$ cat src/rtl/ram_access_pkg.sv
// Shared definitions for the RAM access master: state encoding,
// default widths and client identifiers.
package ram_access_pkg;

    localparam int DATA_W_DEF = 32;
    localparam int ERR_W_DEF  = 8;

    // Client identifiers double as the grant encoding.
    localparam logic CLI_A = 1'b0;
    localparam logic CLI_B = 1'b1;

    typedef enum logic [1:0] {
        IDLE   = 2'd0,
        ACCESS = 2'd1,
        VERIFY = 2'd2,
        ACK    = 2'd3
    } state_t;

endpackage

$ cat src/rtl/rr_arbiter_2.sv
// Two-client round-robin selector: on a tie the client that was not
// granted last wins; a lone requester always wins.
module rr_arbiter_2
    import ram_access_pkg::*;
(
    input  logic [1:0] req,
    input  logic       last_grant,
    output logic       grant
);

    // Pure combinational pick; the caller decides when to sample it.
    always_comb begin
        grant = CLI_A;
        if (req == 2'b11) begin
            grant = ~last_grant;
        end else if (req[1]) begin
            grant = CLI_B;
        end
    end

endmodule

$ cat src/rtl/ram_access_master.sv
// Arbitrates two clients onto a register RAM. Writes are read back and
// compared; mismatches pulse verify_err and bump a saturating counter.
// All RAM strobes are registered on the rising edge so they are stable
// when the RAM samples them on the falling edge.
module ram_access_master
    import ram_access_pkg::*;
#(
    parameter int DATA_W = DATA_W_DEF,
    parameter int ERR_W  = ERR_W_DEF
) (
    input  logic              clk,
    input  logic              rst,
    input  logic              a_req,
    input  logic              a_we,
    input  logic [DATA_W-1:0] a_wdata,
    output logic              a_ack,
    output logic [DATA_W-1:0] a_rdata,
    input  logic              b_req,
    input  logic              b_we,
    input  logic [DATA_W-1:0] b_wdata,
    output logic              b_ack,
    output logic [DATA_W-1:0] b_rdata,
    output logic              ram_ce,
    output logic              ram_we,
    output logic [DATA_W-1:0] ram_di,
    output logic              ram_ce3,
    output logic              ram_we3,
    output logic [DATA_W-1:0] ram_di3,
    output logic              ram_ce2,
    input  logic [DATA_W-1:0] ram_do,
    input  logic [DATA_W-1:0] ram_do2,
    output logic              verify_err,
    output logic [ERR_W-1:0]  err_cnt
);

    state_t            state;
    logic              gnt;
    logic              last_gnt;
    logic              lat_we;
    logic [DATA_W-1:0] lat_wdata;
    logic              arb_grant;
    logic [DATA_W-1:0] rd_sel;

    function automatic logic [ERR_W-1:0] sat_inc(input logic [ERR_W-1:0] v);
        return (&v) ? v : v + 1'b1;
    endfunction

    rr_arbiter_2 u_arb (
        .req        ({b_req, a_req}),
        .last_grant (last_gnt),
        .grant      (arb_grant)
    );

    // Read data comes from port 1 for client A, port 2 for client B.
    always_comb begin
        rd_sel = (gnt == CLI_B) ? ram_do2 : ram_do;
    end

    // Transaction sequencer: strobes, capture, compare and acknowledge.
    always_ff @(posedge clk) begin
        if (rst) begin
            state      <= IDLE;
            gnt        <= CLI_A;
            last_gnt   <= CLI_B;
            lat_we     <= 1'b0;
            ram_ce     <= 1'b0;
            ram_we     <= 1'b0;
            ram_di     <= '0;
            ram_ce3    <= 1'b0;
            ram_we3    <= 1'b0;
            ram_di3    <= '0;
            ram_ce2    <= 1'b0;
            a_ack      <= 1'b0;
            b_ack      <= 1'b0;
            verify_err <= 1'b0;
            a_rdata    <= '0;
            b_rdata    <= '0;
            err_cnt    <= '0;
        end else begin
            // Strobes and pulses are single-cycle unless re-asserted below.
            ram_ce     <= 1'b0;
            ram_we     <= 1'b0;
            ram_ce3    <= 1'b0;
            ram_we3    <= 1'b0;
            ram_ce2    <= 1'b0;
            a_ack      <= 1'b0;
            b_ack      <= 1'b0;
            verify_err <= 1'b0;
            case (state)
                IDLE: begin
                    if (a_req || b_req) begin
                        gnt      <= arb_grant;
                        last_gnt <= arb_grant;
                        state    <= ACCESS;
                        if (arb_grant == CLI_A) begin
                            lat_we    <= a_we;
                            lat_wdata <= a_wdata;
                            ram_ce    <= 1'b1;
                            ram_we    <= a_we;
                            ram_di    <= a_wdata;
                        end else begin
                            lat_we    <= b_we;
                            lat_wdata <= b_wdata;
                            if (b_we) begin
                                ram_ce3 <= 1'b1;
                                ram_we3 <= 1'b1;
                                ram_di3 <= b_wdata;
                            end else begin
                                ram_ce2 <= 1'b1;
                            end
                        end
                    end
                end
                ACCESS: begin
                    if (lat_we) begin
                        // Read back what was just written, read enables only.
                        state <= VERIFY;
                        if (gnt == CLI_A) ram_ce  <= 1'b1;
                        else              ram_ce2 <= 1'b1;
                    end else begin
                        state <= ACK;
                        if (gnt == CLI_A) begin
                            a_rdata <= rd_sel;
                            a_ack   <= 1'b1;
                        end else begin
                            b_rdata <= rd_sel;
                            b_ack   <= 1'b1;
                        end
                    end
                end
                VERIFY: begin
                    state <= ACK;
                    if (gnt == CLI_A) begin
                        a_rdata <= rd_sel;
                        a_ack   <= 1'b1;
                    end else begin
                        b_rdata <= rd_sel;
                        b_ack   <= 1'b1;
                    end
                    if (rd_sel != lat_wdata) begin
                        verify_err <= 1'b1;
                        err_cnt    <= sat_inc(err_cnt);
                    end
                end
                default: begin
                    state <= IDLE;
                end
            endcase
        end
    end

endmodule

$ cat config.mk
export PLATFORM = sky130hd
export DESIGN_NAME = ram_access_master
export DESIGN_NICKNAME = d
export VERILOG_FILES = /design/src/rtl/ram_access_pkg.sv /design/src/rtl/rr_arbiter_2.sv /design/src/rtl/ram_access_master.sv
export SDC_FILE = /design/constraint.sdc
export NUM_CORES = 1
export LEC_CHECK = 0
export BUFFER_PORTS_ARGS = -buffer_cell sky130_fd_sc_hd__buf_2
export CAP_MARGIN = 20
export CELL_PAD_IN_SITES_DETAIL_PLACEMENT = 0
export CELL_PAD_IN_SITES_GLOBAL_PLACEMENT = 1
export CORE_ASPECT_RATIO = 0.5
export CORE_UTILIZATION = 40
export CTS_BUF_LIST = sky130_fd_sc_hd__clkbuf_8
export CTS_CLUSTER_DIAMETER = 150
export DETAILED_ROUTE_END_ITERATION = 10
export PLACE_DENSITY_LB_ADDON = 0.1
export RECOVER_POWER = 50
export SETUP_SLACK_MARGIN = 0.3
export SLEW_MARGIN = 10
export SYNTH_ARGS = -nofsm -noshare
export SYNTH_HDL_FRONTEND = slang
export SYNTH_SLANG_ARGS = --single-unit
$ cat constraint.sdc
create_clock -name clk -period 5.2 [get_ports clk]
set_input_delay 1.04 -clock clk [delete_from_list [all_inputs] [get_ports clk]]
set_output_delay 1.04 -clock clk [all_outputs]
set_load 0.03 [all_outputs]
==> results.json <==
{
  "setup_ws_ns": 1.45,
  "clk-insertion-delay-late_ns": 0.48,
  "r2r_slack_ns": 1.85,
  "path_class": "in2reg",
  "synth.avg_cell_area_um2": 9.27,
  "vias": 6458,
  "fin_crit_ns": 3.75,
  "slowest_delay_ns": 1.57,
  "crit_path_top_delay_cell": "clkbuf_1",
  "p_leak_nw": 3.39,
  "slew_violations": 128,
  "drc": 17,
  "wl_um": 23600,
  "die-area_um2": 18900,
  "yosys-top-cells-count": "nand2_1 (222), dfxtp_1 (148), a21oi_1 (116)",
  "gp_congestion": 0.807,
  "hold_path.class": "reg2reg",
  "grt_usage_pct": 25.0,
  "nFillCells": 1753,
  "crit_chain": "clkbuf_1, a21boi_0, clkbuf_1, and3_1, buf_4, nand2_1, a21oi_1",
  "netlist.area_leader.share_pct": 40.5,
  "worst_setup_path_start_kind": "input pin",
  "synthCells": 789,
  "crit_fanout": 34,
  "hold_buffers": 0,
  "antenna_left": 0,
  "grt_max_degree": 93,
  "area_delta_synth_final_pct": 23.7,
  "setup_violations": 0,
  "clock-sinks": 180,
  "yosys.area.top_type": "dfxtp_1",
  "hold_violations": 0,
  "clk_pin_slew_ns": 0.10,
  "dp_hpwl_um": 17200,
  "io_buffers": 277,
  "multi_input_area_um2": 3160,
  "initial_core_util_pct": 41.5,
  "max_slew.worst_pin.slew_ns": 2.16,
  "place_area_um2": 8850,
  "cp.required_ns": 5.56,
  "cp_common_cell": "clkbuf_1",
  "async_flop_share_pct": 0,
  "vdd_ir_drop_max_mv": 0.185,
  "slew_headroom_pct": -43.7,
  "yosys_warnings": 0,
  "postSynthNetCount": 928,
  "postSynth.topFlopCell": "dfxtp_1",
  "worstHoldStart": "ram_di[24]",
  "die_h_um": 97.6,
  "r2r.worst_path.cells": 6,
  "viasPerCell": 5.03,
  "rows": 34,
  "root_buffer": "clkbuf_8",
  "ys_top_cells_by_area": "dfxtp_1 (41%), edfxtp_1 (13%), nand2_1 (11%), a21oi_1 (7.9%), mux2_2 (5.2%)",
  "clk_path_buf_depth": 2,
  "htreeDepth": 4,
  "critPathLaunch": "b_req",
  "design_area_um2": 9040,
  "numCtsBuffers": 17,
  "post-cts-setup-buffers": 0,
  "drive_gt1_share_pct": 20.6,
  "firstDrtPassIters": 8,
  "n_antenna_cell": 0,
  "timing.fmax_mhz": 267,
  "io_pins": 278,
  "skew_ns": 0.0192,
  "grt_overflow": 0,
  "r2r-start": "last_gnt",
  "regArea_um2": 3930,
  "rsz0062_at_grt": "false",
  "place_worst_setup_slack_ns": 1.96,
  "antenna_found_initial": 1,
  "fin_util_pct": 51.3,
  "cts_tree": "built",
  "power.density_nw_per_um2": 491,
  "die_w_um": 193,
  "synth-edff-count": 32,
  "post_cts_resized": 0,
  "core_um2": 17600,
  "min_path_cells": 2,
  "route.detailed.wl_per_inst_um": 18.3,
  "maxCapViolCount": 2,
  "end_kind": "flip-flop",
  "yosysSeqAreaShare_pct": 53.7,
  "first_global_vias": 6077,
  "fin_nets": 1177,
  "status": "finished with violations",
  "synthMostInstantiatedCell": "nand2_1",
  "grt_pass1_wl_um": 35400,
  "min_period_over_period_pct": 72.1,
  "drtIter0Drc": 358,
  "violations": "DRC, capacitance limit, slew limit",
  "worstPathArrival_ns": 4.11,
  "finalSetupTns_ns": 0,
  "ys_types": 42,
  "mappedNetlistArea_um2": 7310,
  "synth-seq-cells": 180
}
==> final timing paths <==
check,endpoint
worst max-delay path,ram_di3[24]
worst min-delay path,ram_di[24]
worst min register to register,ram_di[24]
worst max register to register,ram_di3[24]
==> worst max-delay path, delay by kind of cell <==
family	cells	cell delay [ns]
and+or+nand+nor	2	0.55
buffers and inverters	3	2.08
AOI/OAI and AO/OA	2	0.42
==> metal layers <==
layer | global-route usage (%) | up-vias | wire length (um)
met1 | 36.2 | 3043 | 11400
li1 | - | 3172 | -
met5 | 0 | - | 0
met2 | 36.4 | 225 | 10100
met4 | 6.83 | 0 | 217
met3 | 6.80 | 18 | 1870
==> cell type report <==
type                    count  share of cell area [%]
clock buffers              17                    2.59
clock inverters            15                    1.58
inverters                   3                   0.125
multi-input cells         551                    34.9
flip-flops and latches    180                    43.4
well taps                 234                    3.24
repair buffers            285                    14.1
==> report_power, final <==
group	switching, mW	internal, mW	leakage, nW	total [mW]
combinational	1.15	0.445	1.69	1.60
sequential	0.184	1.71	1.50	1.89
clock	0.563	0.392	0.191	0.954
==> logic make-up (layout without fill, tap and decap cells) <==
| family | after synthesis | count (layout) | share of synthesized area, % |
|---|---|---|---|
| simple gates | 299 | 299 | 17.2 |
| xor+xnor | 32 | 32 | 3.83 |
| buf+inv | 58 | 320 | 3.37 |
| fa+ha+maj | 5 | 5 | 0.856 |
| compound gates | 147 | 147 | 11.0 |
| mux | 68 | 68 | 10.1 |
| flops | 180 | 180 | 53.7 |
==> placed cells by master, fill, tap and decap left out, drive strengths merged, types with 8 or more instances in the layout <==
cell type | Yosys | layout
inv | 3 | 12
nor2 | 34 | 34
a211oi | 20 | 20
nand4 | 8 | 8
mux2 | 35 | 35
nand2 | 222 | 222
mux2i | 33 | 33
clkbuf | 49 | 151
xor2 | 32 | 32
a21oi | 116 | 116
edfxtp | 32 | 32
buf | 6 | 151
dfxtp | 148 | 148
==> metrics by stage <==
step | hold WS, ns | cells | power (mW)
floorplan | 0.481 | 789 | 3.02
global placement | 0.439 | 1253 | 3.56
detailed placement | 0.444 | 1253 | 3.59
CTS | 0.459 | 1285 | 4.53
global route | 0.481 | 1285 | 4.69
finish | 0.458 | 1285 | 4.44
==> registers in the layout (all words and copies together) (netlist names) <==
| name | count |
|---|---|
| b_rdata | 32 |
| err_cnt | 8 |
| ram_di | 32 |
| ram_ce2 | 1 |
| lat_we | 1 |
| a_rdata | 32 |
| ram_di3 | 32 |
| verify_err | 1 |
| last_gnt | 1 |
| lat_wdata | 32 |
| gnt | 1 |
| ram_ce | 1 |
| b_ack | 1 |
| ram_we3 | 1 |
| state | 2 |
| a_ack | 1 |
| ram_we | 1 |
Note: power is estimated with default switching activity, not from simulation.
